$ cat config.mk
export PLATFORM = sky130hd
export DESIGN_NAME = sm_cpu_dispatcher
export DESIGN_NICKNAME = d
export VERILOG_FILES = /design/src/rtl/sm_cpu_dispatcher.sv
export SDC_FILE = /design/constraint.sdc
export NUM_CORES = 1
export LEC_CHECK = 0
export CAP_MARGIN = 10
export CORE_MARGIN = 4
export CORE_UTILIZATION = 40
export CTS_CLUSTER_DIAMETER = 150
export DETAILED_ROUTE_END_ITERATION = 10
export GPL_TIMING_DRIVEN = 0
export PLACE_DENSITY = 0.65
export SKIP_CTS_REPAIR_TIMING = 1
export SYNTH_ARGS = -nofsm -noshare
export SYNTH_HDL_FRONTEND = slang
export SYNTH_SLANG_ARGS = --single-unit
$ cat constraint.sdc
create_clock -name clk -period 4 [get_ports clk]
set_input_delay 0.6 -clock clk [delete_from_list [all_inputs] [get_ports clk]]
set_output_delay 0.6 -clock clk [all_outputs]
set_load 0.02 [all_outputs]
$ cat src/rtl/sm_cpu_dispatcher.sv
// Feeds 16-bit samples from a small FIFO to the add5/mul3/sub7 engine one at a
// time, returns each 32-bit result on a valid/ready stream, and flags an engine
// that never raises done.
module sm_cpu_dispatcher #(
    parameter int unsigned DEPTH   = 4,
    parameter int unsigned TIMEOUT = 15
) (
    input  logic        clk,
    input  logic        rst_n,
    input  logic        in_valid,
    output logic        in_ready,
    input  logic [15:0] in_data,
    output logic        eng_start,
    output logic [15:0] eng_x,
    input  logic [31:0] eng_y,
    input  logic        eng_done,
    output logic        out_valid,
    input  logic        out_ready,
    output logic [31:0] out_data,
    output logic        busy,
    output logic        err_timeout,
    output logic [15:0] result_cnt
);

    localparam int unsigned AW = (DEPTH > 1) ? $clog2(DEPTH) : 1;
    localparam int unsigned CW = AW + 1;
    localparam int unsigned TW = $clog2(TIMEOUT + 1);

    typedef enum logic [1:0] {
        D_IDLE   = 2'd0,
        D_ISSUE  = 2'd1,
        D_WAIT   = 2'd2,
        D_RESULT = 2'd3
    } state_e;

    state_e          state_q, state_d;
    logic [15:0]     mem_q [DEPTH];
    logic [AW-1:0]   wr_ptr_q, rd_ptr_q;
    logic [CW-1:0]   count_q, count_d;
    logic            full_q;
    logic            eng_start_q;
    logic [15:0]     eng_x_q, eng_x_d;
    logic            out_valid_q, out_valid_d;
    logic [31:0]     out_data_q, out_data_d;
    logic            busy_q;
    logic            err_q, err_d;
    logic [15:0]     result_cnt_q, result_cnt_d;
    logic [TW-1:0]   wdog_q, wdog_d;

    logic            push, pop, capture;
    logic            out_xfer, out_free, fifo_empty;

    assign push       = in_valid && !full_q;
    assign out_xfer   = out_valid_q && out_ready;
    assign out_free   = !out_valid_q || out_ready;
    assign fifo_empty = (count_q == '0);

    // Sequencing FSM: issue, wait for done or watchdog, park the result
    always_comb begin
        state_d     = state_q;
        pop         = 1'b0;
        capture     = 1'b0;
        eng_x_d     = eng_x_q;
        out_valid_d = out_valid_q && !out_xfer;
        out_data_d  = out_data_q;
        err_d       = err_q;
        wdog_d      = wdog_q;
        case (state_q)
            D_IDLE: begin
                if (!fifo_empty) begin
                    pop     = 1'b1;
                    eng_x_d = mem_q[rd_ptr_q];
                    state_d = D_ISSUE;
                end
            end
            D_ISSUE: begin
                wdog_d  = '0;
                state_d = D_WAIT;
            end
            D_WAIT: begin
                if (eng_done) begin
                    if (out_free) begin
                        capture = 1'b1;
                    end else begin
                        state_d = D_RESULT;
                    end
                end else if (wdog_q == TW'(TIMEOUT - 1)) begin
                    err_d   = 1'b1;
                    state_d = D_IDLE;
                end else begin
                    wdog_d = wdog_q + TW'(1);
                end
            end
            D_RESULT: begin
                if (out_free) begin
                    capture = 1'b1;
                end
            end
            default: state_d = D_IDLE;
        endcase
        // A captured result frees the engine; chain straight into the next sample
        if (capture) begin
            out_data_d  = eng_y;
            out_valid_d = 1'b1;
            if (!fifo_empty) begin
                pop     = 1'b1;
                eng_x_d = mem_q[rd_ptr_q];
                state_d = D_ISSUE;
            end else begin
                state_d = D_IDLE;
            end
        end
    end

    assign count_d      = count_q + CW'(push) - CW'(pop);
    assign result_cnt_d = result_cnt_q + 16'(out_xfer);

    // Control and output registers
    always_ff @(posedge clk or negedge rst_n) begin
        if (!rst_n) begin
            state_q      <= D_IDLE;
            wr_ptr_q     <= '0;
            rd_ptr_q     <= '0;
            count_q      <= '0;
            full_q       <= 1'b0;
            eng_start_q  <= 1'b0;
            eng_x_q      <= '0;
            out_valid_q  <= 1'b0;
            out_data_q   <= '0;
            busy_q       <= 1'b0;
            err_q        <= 1'b0;
            result_cnt_q <= '0;
            wdog_q       <= '0;
        end else begin
            state_q      <= state_d;
            wr_ptr_q     <= wr_ptr_q + AW'(push);
            rd_ptr_q     <= rd_ptr_q + AW'(pop);
            count_q      <= count_d;
            full_q       <= (count_d == CW'(DEPTH));
            eng_start_q  <= (state_d == D_ISSUE);
            eng_x_q      <= eng_x_d;
            out_valid_q  <= out_valid_d;
            out_data_q   <= out_data_d;
            busy_q       <= (state_d != D_IDLE) || (count_d != '0);
            err_q        <= err_d;
            result_cnt_q <= result_cnt_d;
            wdog_q       <= wdog_d;
        end
    end

    // FIFO storage; contents are don't-care while the count says empty
    always_ff @(posedge clk) begin
        if (push) begin
            mem_q[wr_ptr_q] <= in_data;
        end
    end

    assign in_ready    = !full_q;
    assign eng_start   = eng_start_q;
    assign eng_x       = eng_x_q;
    assign out_valid   = out_valid_q;
    assign out_data    = out_data_q;
    assign busy        = busy_q;
    assign err_timeout = err_q;
    assign result_cnt  = result_cnt_q;

endmodule

==> impl_metrics.yaml <==
sta:
  slew_viol_final: 0
  timing.fmax_mhz: 295.8
  finClkSkew_ns: 0.004005
  period_share_pct: 84.52
  totalNegativeSetupSlack_ns: 0
  worst_pin_slew_ns: 0.9298
  final_hold_viol_count: 0
  slew_headroom_pct: 37.67
  fin_crit_ns: 3.381
  setup_violations: 0
  rsz0062_at_grt: "false"
hold_path:
  hp-class: "in -> async"
detailed_routing:
  drt_pass1_iterations: 5
  drtIter0Drc: 151
  post_drt_wl_per_cell_um: 16.62
  ant_nets: 0
  drc: 0
  routed-via-count: 3177
  routed_wl_mm: 10.89
  via_per_inst: 4.850
setup_path:
  cp.arrival_ns: 3.68
  crit_fanout: 10
  slowest_stage: "clkdlybuf4s50_1"
  crit_type: "in -> reg"
  required_ns: 4.30
  critPathBufInv: 4
  critPathCaptureType: "flop"
  max_stage_delay_ns: 0.44
  start_kind: "input port"
  cpLargestDelayFamily: "adder cells"
  path_cells: "clkdlybuf4s50_1 -> nor2b_1 -> o21ai_2 -> o311ai_4 -> buf_6 -> inv_1 -> ha_1 -> inv_1 -> ha_1 -> fa_1 -> xnor2_1 -> xnor2_1 -> nand3_1 -> a21o_1"
synth:
  yosysMostFrequentCell: "dfrtp_1"
  synth_top_area_share_pct: 36.40
  syn-num-nets: 380
  netlist_instances: 318
  async_reset_ff_share_pct: 56.16
  syn_area_sq_um: 5638
  ys_seq_elements: 146
  synth_edf_count: 64
  synthFlopType: "dfrtp_1"
  synth_commonest_cells: "dfrtp_1 (82), edfxtp_1 (64), mux2_2 (41)"
  ys.warnings.count: 0
  synth_top_area_cell: "dfrtp_1"
  avgSynthCellArea_sq_um: 17.73
  yosys-top-cells-area: "dfrtp_1 (36%), edfxtp_1 (34%), mux2_2 (8.2%), mux4_2 (6.4%), mux2_4 (1.9%)"
  synth_cell_types: 36
  seq_area_frac_synth_pct: 70.48
clock_tree:
  numCtsBuffers: 17
  root_buffer: "clkbuf_16"
  clock-sinks: 146
  insertion_delay_ns: 0.41
  clockBufferDepth: 2
  clk_pin_slew_ns: 0.06
  cts_tree: "built"
  h-tree-depth: 4
cells_and_area:
  fillers: 1096
  layout-drive-gt1-share_pct: 22.95
  area_growth_pct: 36.28
  diodes: 0
  fin_util_pct: 55.57
  final_nets: 524
flow_run:
  cap_viol_max_count: 0
power_and_ir_drop:
  p_leak_uw: 0.002987
  peakVddDrop_mv: 0.3955
  power_uw: 6249
  power.density_nw_per_um2: 813.2
floorplan:
  die_h_um: 126.7
  rows: 43
  die_w_um: 126.7
  io_pins: 122
  dieArea_sq_um: 16060
  core_area_sq_um: 13830
  start_util_pct: 40.77
grt:
  grt_overflow_total: 0
  grt-busiest-layer: "met2"
  grt_pass1_vias: 3424
  grtUsageMet3_pct: 4.884
  globalRouteMet1Util_pct: 18.49
  track_usage_pct: 14.28
  grt_pass1_wl_mm: 17.62
  grt_max_degree: 73
  use_met2_pct: 22.04
  antenna_found_initial: 0
place:
  dp_hpwl_mm: 7.495
  place.gp.congestion: 0.7703
  port_buffers: 121
status:
  status: "finished clean"
## registers in the layout (all words and copies together) (netlist names)
name and cells:
wr_ptr_q 2, busy 1, eng_x 16, rd_ptr_q 2, state_q 2, eng_start 1, err_timeout 1, result_cnt 16
mem_q 64, wdog_q 4, full_q 1, out_data 32, count_q 3, out_valid 1
## layout make-up
cell class,count,area [sq um],share of cell area [%]
Buffer,8,65.06,0.8468
Clock buffer,21,440.4,5.732
Clock inverter,11,90.09,1.172
Inverter,11,41.29,0.5374
Multi-Input combinational cell,153,1570,20.44
Sequential cell,146,3974,51.72
Tap cell,180,225.2,2.931
Timing Repair Buffer,125,1277,16.63
## routing by layer
metal,wire (um),vias to the layer above
met5,0,-
met4,145,0
met1,4853,1581
li1,-,1478
met2,5154,106
met3,734,12
## worst paths after layout
kind / start / end / slack [ns] / depth (start not counted)
max: out_ready / busy$_DFF_PN0_ / 0.62 / 14
min: rst_n / out_data[24]$_DFFE_PN0N_ / 0.03 / 1
max reg2reg: count_q[1]$_DFF_PN0_ / busy$_DFF_PN0_ / 0.86 / 11
min reg2reg: result_cnt[15]$_DFF_PN0_ / result_cnt[15]$_DFF_PN0_ / 0.47 / 1
max in group asynchronous: rst_n / eng_x[12]$_DFF_PN0_ / 3.37 / 2
min in group clk: result_cnt[15]$_DFF_PN0_ / result_cnt[15]$_DFF_PN0_ / 0.47 / 1
## power by group
| group | switching (uW) | internal [uW] | total [uW] | leakage [uW] |
|---|---|---|---|---|
| clock | 568 | 846 | 1410 | 0.000256 |
| sequential | 275 | 2070 | 2350 | 0.00158 |
| combinational | 1150 | 1330 | 2490 | 0.00115 |
| total | 2000 | 4250 | 6250 | 0.00299 |
## layout by cell type (no fill, tap or decap), types with 5 or more instances in the layout
master,n
mux2_2,41
ha_1,8
inv_1,11
mux4_2,16
nand4_1,5
nand3_1,17
clkbuf_16,17
nand2_1,7
clkbuf_1,5
mux2_4,7
nor2_1,5
edfxtp_1,64
xnor2_1,12
xor2_1,6
o21ai_0,5
dfrtp_1,82
clkdlybuf4s50_1,120
## logic make-up (layout without fill, tap and decap cells)
kind of cell	count (synthesis)	count (layout)	synth area share, %
flops	146	146	70.48
mux	64	64	16.44
simple gates	51	51	4.750
buf+inv	19	176	1.886
xor+xnor	18	18	2.796
compound gates	11	11	1.509
fa+ha+maj	9	9	2.131
## through the flow
stage	hold slack, ns	cell area, sq um	cells	worst slack, ns
after floorplan	0.3044	5638	318	1.059
after global placement	0.4524	7074	619	-0.7043
after detailed placement	0.4663	7153	623	0.2136
after CTS	0.01959	7684	655	0.6143
after global routing	0.02166	7684	655	0.3925
final	0.03228	7684	655	0.6193
No activity file was read; power rests on OpenSTA's default activity.
